**config.mk**
```make
export PLATFORM = sky130hd
export DESIGN_NAME = dds_phase_gen
export DESIGN_NICKNAME = d
export VERILOG_FILES = /design/src/rtl/dds_pkg.sv /design/src/rtl/dds_phase_gen_tick.sv /design/src/rtl/dds_phase_gen.sv
export SDC_FILE = /design/constraint.sdc
export NUM_CORES = 1
export LEC_CHECK = 0
export CORE_ASPECT_RATIO = 0.5
export CORE_MARGIN = 2
export CORE_UTILIZATION = 40
export DETAILED_ROUTE_END_ITERATION = 8
export PLACE_DENSITY = 0.66
export SLEW_MARGIN = 30
export SYNTH_ARGS = -nofsm -noshare
export SYNTH_HDL_FRONTEND = slang
export SYNTH_SLANG_ARGS = --single-unit
```
**constraint.sdc**
```tcl
create_clock -name clk -period 8.7 [get_ports clk]
set_input_delay 1.74 -clock clk [delete_from_list [all_inputs] [get_ports clk]]
set_output_delay 1.74 -clock clk [all_outputs]
set_load 0.05 [all_outputs]
```
**src/rtl/dds_pkg.sv**
```systemverilog
// Shared constants, state encoding and LFSR step for the DDS phase generator.
package dds_pkg;

    localparam int DDS_ACC_WIDTH  = 32;
    localparam int DDS_ADDR_WIDTH = 8;

    typedef enum logic [0:0] {
        DDS_IDLE = 1'b0,
        DDS_RUN  = 1'b1
    } dds_state_t;

    // Right-shifting Galois form of x^16+x^14+x^13+x^11+1
    localparam logic [15:0] DDS_LFSR_SEED = 16'hACE1;
    localparam logic [15:0] DDS_LFSR_POLY = 16'hB400;

    function automatic logic [15:0] dds_lfsr_next(input logic [15:0] state);
        logic [15:0] nxt;
        nxt = {1'b0, state[15:1]};
        if (state[0]) begin
            nxt = nxt ^ DDS_LFSR_POLY;
        end else begin
            nxt = nxt;
        end
        return nxt;
    endfunction

endpackage

```
**src/rtl/dds_phase_gen_tick.sv**
```systemverilog
// Sample-rate divider: pulses tick once every TICK_DIV cycles while not cleared.
module sample_tick_gen
    import dds_pkg::*;
#(
    parameter int TICK_DIV = 1
) (
    input  logic clk,
    input  logic rst_n,
    input  logic clear,
    output logic tick
);

    localparam int CNT_W = (TICK_DIV > 1) ? $clog2(TICK_DIV) : 1;
    localparam logic [CNT_W-1:0] CNT_LAST = CNT_W'(TICK_DIV - 1);

    logic [CNT_W-1:0] cnt_q;
    logic [CNT_W-1:0] cnt_d;

    // Tick is combinational so the accumulator updates on the terminal-count edge.
    always_comb begin
        tick = 1'b0;
        if (clear) begin
            cnt_d = '0;
        end else if (cnt_q == CNT_LAST) begin
            cnt_d = '0;
            tick  = 1'b1;
        end else begin
            cnt_d = cnt_q + CNT_W'(1);
        end
    end

    // Divider counter register.
    always_ff @(posedge clk or negedge rst_n) begin
        if (!rst_n) begin
            cnt_q <= '0;
        end else begin
            cnt_q <= cnt_d;
        end
    end

endmodule

```
**src/rtl/dds_phase_gen.sv**
```systemverilog
// NCO phase accumulator driving the sine ROM address with deferred FTW updates.
// Optional address dither enabled by defining DDS_PHASE_DITHER_EN.
module dds_phase_gen
    import dds_pkg::*;
#(
    parameter int ACC_WIDTH  = DDS_ACC_WIDTH,
    parameter int ADDR_WIDTH = DDS_ADDR_WIDTH,
    parameter int TICK_DIV   = 1
) (
    input  logic                  clk,
    input  logic                  rst_n,
    input  logic                  en,
    input  logic [ACC_WIDTH-1:0]  ftw_in,
    input  logic                  ftw_load,
    input  logic [ADDR_WIDTH-1:0] poff_in,
    output logic [ADDR_WIDTH-1:0] addr,
    output logic                  addr_valid,
    output logic                  wrap,
    output logic                  ftw_busy
);

    dds_state_t            state_q, state_d;
    logic [ACC_WIDTH-1:0]  acc_q, acc_d;
    logic [ACC_WIDTH-1:0]  ftw_act_q, ftw_act_d;
    logic [ACC_WIDTH-1:0]  ftw_pend_q, ftw_pend_d;
    logic                  pend_q, pend_d;
    logic [ADDR_WIDTH-1:0] addr_q, addr_d;
    logic                  addr_valid_q, addr_valid_d;
    logic                  wrap_q, wrap_d;

    logic                  tick_s;
    logic                  clear_s;
    logic [ACC_WIDTH:0]    acc_sum_s;
    logic [ACC_WIDTH-1:0]  acc_next_s;
    logic                  carry_s;
    logic [ACC_WIDTH-1:0]  addr_src_s;
    logic                  apply_s;

    assign clear_s = (state_q != DDS_RUN) || !en;

    sample_tick_gen #(
        .TICK_DIV (TICK_DIV)
    ) u_tick (
        .clk   (clk),
        .rst_n (rst_n),
        .clear (clear_s),
        .tick  (tick_s)
    );

    assign acc_sum_s  = {1'b0, acc_q} + {1'b0, ftw_act_q};
    assign acc_next_s = acc_sum_s[ACC_WIDTH-1:0];
    assign carry_s    = acc_sum_s[ACC_WIDTH];

`ifdef DDS_PHASE_DITHER_EN
    localparam int DITH_W = ACC_WIDTH - ADDR_WIDTH;

    logic [15:0]          lfsr_q, lfsr_d;
    logic [ACC_WIDTH-1:0] dith_s;

    // Low LFSR bits below the address LSB; dither only perturbs addr, never acc.
    always_comb begin
        dith_s = '0;
        for (int i = 0; i < DITH_W && i < 16; i++) begin
            dith_s[i] = lfsr_q[i];
        end
        if (tick_s) begin
            lfsr_d = dds_lfsr_next(lfsr_q);
        end else begin
            lfsr_d = lfsr_q;
        end
    end

    assign addr_src_s = acc_next_s + dith_s;

    // Dither LFSR register.
    always_ff @(posedge clk or negedge rst_n) begin
        if (!rst_n) begin
            lfsr_q <= DDS_LFSR_SEED;
        end else begin
            lfsr_q <= lfsr_d;
        end
    end
`else
    assign addr_src_s = acc_next_s;
`endif

    // Run/idle FSM with accumulator and address update on sample ticks.
    always_comb begin
        state_d      = state_q;
        acc_d        = acc_q;
        addr_d       = addr_q;
        addr_valid_d = 1'b0;
        wrap_d       = 1'b0;
        case (state_q)
            DDS_IDLE: begin
                acc_d = '0;
                if (en) begin
                    state_d = DDS_RUN;
                end else begin
                    state_d = DDS_IDLE;
                end
            end
            DDS_RUN: begin
                if (!en) begin
                    state_d = DDS_IDLE;
                    acc_d   = '0;
                end else if (tick_s) begin
                    acc_d        = acc_next_s;
                    addr_d       = addr_src_s[ACC_WIDTH-1 -: ADDR_WIDTH] + poff_in;
                    addr_valid_d = 1'b1;
                    wrap_d       = carry_s;
                end else begin
                    acc_d = acc_q;
                end
            end
            default: begin
                state_d = DDS_IDLE;
                acc_d   = '0;
            end
        endcase
    end

    // A fresh load always wins over applying the older pending word.
    assign apply_s = pend_q && !ftw_load &&
                     ((state_q == DDS_IDLE) || (tick_s && carry_s));

    // FTW shadow register: capture on load, transfer to active on idle or wrap.
    always_comb begin
        ftw_act_d  = ftw_act_q;
        ftw_pend_d = ftw_pend_q;
        pend_d     = pend_q;
        if (apply_s) begin
            ftw_act_d = ftw_pend_q;
            pend_d    = 1'b0;
        end else begin
            ftw_act_d = ftw_act_q;
        end
        if (ftw_load) begin
            ftw_pend_d = ftw_in;
            pend_d     = 1'b1;
        end else begin
            ftw_pend_d = ftw_pend_q;
        end
    end

    // State, datapath and output registers.
    always_ff @(posedge clk or negedge rst_n) begin
        if (!rst_n) begin
            state_q      <= DDS_IDLE;
            acc_q        <= '0;
            ftw_act_q    <= '0;
            ftw_pend_q   <= '0;
            pend_q       <= 1'b0;
            addr_q       <= '0;
            addr_valid_q <= 1'b0;
            wrap_q       <= 1'b0;
        end else begin
            state_q      <= state_d;
            acc_q        <= acc_d;
            ftw_act_q    <= ftw_act_d;
            ftw_pend_q   <= ftw_pend_d;
            pend_q       <= pend_d;
            addr_q       <= addr_d;
            addr_valid_q <= addr_valid_d;
            wrap_q       <= wrap_d;
        end
    end

    assign addr       = addr_q;
    assign addr_valid = addr_valid_q;
    assign wrap       = wrap_q;
    assign ftw_busy   = pend_q;

endmodule

```
==> flow_results.org <==
** STA
- Clock skew on the completed layout was measured at 0.0102 ns.
- Worst slew margin relative to its limit :: 0.471
- On the final layout, the worst hold slack is 0.492 ns.
- Period utilization :: 0.502
- Final hold violation count :: 0
- At the pin with the least slew margin, the transition time is 0.794 ns.
- Final total negative setup slack :: 0 ns
- RSZ-0062 raised after global routing :: false
- Subtracting the final worst setup slack from the clock period gives 4.37 ns.
- Static timing analysis puts the maximum clock frequency at between 0.2 and 0.25 GHz.
- Setup violations remaining at the end of the flow were counted as 0.
- Count of final max-slew check failures :: 0

** Layout
- Fill cells in the final layout number 1,338.
- Final-stage net count :: slightly below 700
- Final design instance area without fill :: 6970 um2
- P&R area growth vs syn :: 16.9%
- Layout cell share with drive strength beyond 1 :: 0.124
- Diode insertion count for antenna repair :: 0

** Route
- The first TritonRoute pass finished after 4 iterations.
- The final layout contains routed wiring with a total length of 12,000 um.
- Via density per instance :: 5.29
- For this run, design rule violations remaining after detail routing come to 0.
- In the final routed layout, each cell accounts on average for 15.2 um.
- In this run, the number of DRC markers left after iteration 0 of detailed routing was 238.
- The count of nets left with antenna violations once routing finished came out at 0.
- DR vias :: 4,167

** Logic synthesis
- Count leader, synth :: dfrtp_1
- After synthesis, the netlist uses 62 different library cells.
- In this run the mean area of a mapped cell was 11.0 um2.
- Cell area after technology mapping :: ~6000 um2
- The largest total area in the synthesized netlist belongs to dfrtp_1.
- Register area share after synthesis :: 0.453
- Number of synthesized flops with an enable pin :: 0
- The Yosys step of the flow raised 0 warnings.
- In the post-synthesis netlist, the biggest area contributors are dfrtp_1 (45%), ha_1 (8.4%), mux2_2 (6.4%).
- Counting every net in the synthesized netlist gives 627.
- Primary flip-flop cell chosen by synthesis mapping :: dfrtp_1
- Instance count of the mapped netlist :: 541
- Area fraction of the dominant cell type after synthesis :: 0.453
- In this run, synthesis produced a sequential element count of 108.
- Top cells by count, synth :: dfrtp_1 (108), a21oi_1 (42), ha_1 (40)
- Of all flip-flops after synthesis, the portion carrying an async set or reset was 1.00.

** Global routing
- Via count of the first global-routing pass :: 4,217
- Entering global routing, the biggest net connects 66 pins.
- Aggregate global-route resource usage :: 0.161
- Summed over all layers, the global routing overflow is 0.
- The first global-routing pass estimated 20,800 um of wire.
- The initial antenna violation count was 0.

** Placement
- Dpl hpwl :: approximately 8600 um
- Port buffering added 54 buffers.
- At the end of routability-driven placement, the weighted congestion stood at between 0.8 and 0.9.
- The placed instances occupy a cell area of 6670 um2.

** Pwr
- Power spent charging and discharging nets :: 1090 uW
- Part of the power in registers :: 0.283
- The internal portion of the total power is 1540 uW.
- Of the total power, combinational logic draws 0.554.
- Fraction of power spent switching nets :: 0.413
- The worst-case IR drop observed on VDD is 205 uV.
- LEAKAGE :: 0.00306 uW
- Of the total power, the clock network draws 0.163.
- The completed layout was analyzed and its total power is 2630 uW.
- For this design the ratio of total power to cell area is ~380 nW/um2.

** CTS
- Total of cells resized after clock tree synthesis :: 0
- CTS hold repair buffers :: 0
- Post-CTS setup repair buffer count :: 0
- TritonCTS built the clock tree.
- Clock network latency to the later pin of the worst-skew pair :: 0.35 ns
- In this run the deepest clock path goes through 2 buffers.
- Htree depth :: 3
- Clk root buf :: clkbuf_16
- After clock tree synthesis, the clock-pin slew on the worst setup and hold paths is 0.07 ns.
- CTS saw 108 sinks.
- The number of clock buffers added by TritonCTS is 9.

** Worst setup path
- Worst-path cell chain :: ha_1 -> and3_1 -> a221oi_2 -> o211ai_1 -> a41oi_1 -> o21bai_1 -> xnor2_1 -> inv_1 -> ha_1 -> a21oi_1 -> o21ai_0 -> a2111oi_0 -> nor3_1 -> xor2_1 -> xnor3_1 -> mux2_2
- Measured in cells, the most critical reg-to-reg path has a length of 16.
- WP depth :: 16
- Critical path startpoint :: ftw_act_q[9]$_DFFE_PN0P_
- Data required time at the worst endpoint :: 8.93 ns
- Top delay family on crit path :: compound AO/OA/AOI/OAI gates
- The worst setup path is of the reg2reg kind.
- Critical path endpoint :: addr[7]$_DFFE_PN0P_
- Data arrives at the worst endpoint at 4.60 ns.
- CP max FO :: 8
- CP endpoint kind :: flip-flop
- On the worst path, the slowest cell contributes a delay of between 0.4 and 0.5 ns.
- In this run the critical register-to-register path is launched from ftw_act_q[9]$_DFFE_PN0P_.
- Slowest CP cell :: a41oi_1
- R2r setup slk :: 4.33 ns
- Counting both buffers and inverters, the worst setup path holds a total of 1.
- Worst flop-to-flop path endpoint :: addr[7]$_DFFE_PN0P_
- The worst setup path is launched from a flip-flop.
- Most frequent cell on the critical path :: ha_1

** Floorplan
- During I/O placement, the number of pins put on the boundary was 55.
- In this run the core area contains 31 standard-cell rows.
- The floorplan step defined a die boundary enclosing 16,000 um2.
- The floorplan step set the die width to 177 um.
- The initial utilization of the core area, before any placement, comes to 0.411.
- Height of the die :: around 90 um
- Standard cell core area :: ~15,000 um2

** Worst hold path
- The tightest min-delay check is of the reg2reg type.

** Run
- The tool flagged a number of max-cap violations equal to 0.

** Run status
- Result of the run :: finished, final reports clean
cell type report:
| cell class | count | area (um2) | area share |
|---|---|---|---|
| sequential | 108 | 2700 | 0.388 |
| clock buffer | 10 | 229 | 0.0328 |
| clock inverter | 4 | 76.3 | 0.0109 |
| timing repair buffer | 58 | 568 | 0.0815 |
| tap | 198 | 248 | 0.0355 |
| multi-input combinational | 398 | 3100 | 0.445 |
| inverter | 12 | 45.0 | 0.00646 |
worst min path at each step:
stage	startpoint	endpoint	slack, ns	cells past startpoint
floorplan	ftw_pend_q[0]$_DFFE_PN0P_	ftw_act_q[0]$_DFFE_PN0P_	0.46	1
global placement	addr[3]$_DFFE_PN0P_	addr[3]$_DFFE_PN0P_	0.47	2
detailed placement	addr[3]$_DFFE_PN0P_	addr[3]$_DFFE_PN0P_	0.48	2
CTS	ftw_pend_q[28]$_DFFE_PN0P_	ftw_act_q[28]$_DFFE_PN0P_	0.50	1
global route	ftw_pend_q[29]$_DFFE_PN0P_	ftw_act_q[29]$_DFFE_PN0P_	0.52	1
finish	ftw_pend_q[23]$_DFFE_PN0P_	ftw_act_q[23]$_DFFE_PN0P_	0.49	1
per-layer routing:
layer / part of all wire / vias to the layer above / routed length, um / track usage
met3: 0.036 / 13 / 437 / 0.0337
li1: - / 2052 / - / -
met4: 0.011 / 0 / 127 / 0.0406
met1: 0.52 / 2018 / 6290 / 0.241
met2: 0.43 / 84 / 5160 / 0.236
met5: 0 / - / 0 / 0
sequential cells by signal, indices dropped and copies added, names as in the netlist:
register,flops
acc_q,32
ftw_act_q,32
ftw_pend_q,32
addr,8
addr_valid,1
ftw_busy,1
state_q,1
wrap,1
kinds of logic (layout without fill, tap and decap cells):
family	Yosys count	after routing	synth area share
buf+inv	35	84	0.0268
mux	70	70	0.138
flops	108	108	0.453
fa+ha+maj	42	42	0.0906
xor+xnor	29	29	0.0449
compound gates	127	127	0.140
simple gates	130	130	0.107
metrics by stage:
stage / utilization / worst slack, ns / instances
2_1_floorplan: - / 4.83 / 541
3_3_place_gp: 0.460 / 4.40 / 774
3_5_place_dp: 0.460 / 4.35 / 774
4_1_cts: 0.481 / 4.31 / 788
5_1_grt: 0.481 / 3.94 / 788
6_report: 0.481 / 4.33 / 788
cell usage in the layout (no fill, tap or decap), types with 7 or more instances in the layout:
| cell type | synthesis | layout |
|---|---|---|
| mux2_1 | 22 | 22 |
| o21ai_1 | 7 | 7 |
| a21oi_1 | 42 | 42 |
| nor2_1 | 38 | 38 |
| ha_1 | 40 | 40 |
| nand2_1 | 32 | 32 |
| clkdlybuf4s50_1 | 0 | 53 |
| dfrtp_1 | 108 | 108 |
| nand3_1 | 8 | 8 |
| mux2_2 | 34 | 34 |
| nor3_1 | 12 | 12 |
| clkbuf_16 | 0 | 9 |
| nand2b_1 | 7 | 7 |
| mux2_4 | 10 | 10 |
| o21ai_0 | 23 | 23 |
| inv_1 | 11 | 11 |
| xnor2_1 | 16 | 16 |
| a21o_1 | 8 | 8 |
| xor2_1 | 12 | 12 |
power by group through the flow:
stage / combinational [uW] / clock (uW) / sequential (uW)
6_report: 1460 / 428 / 745
5_1_grt: 1630 / 462 / 765
4_1_cts: 1450 / 441 / 748
3_5_place_dp: 1440 / 0 / 756
3_3_place_gp: 1410 / 0 / 749
2_1_floorplan: 1080 / 0 / 797
(Power assumes the default switching activity.)
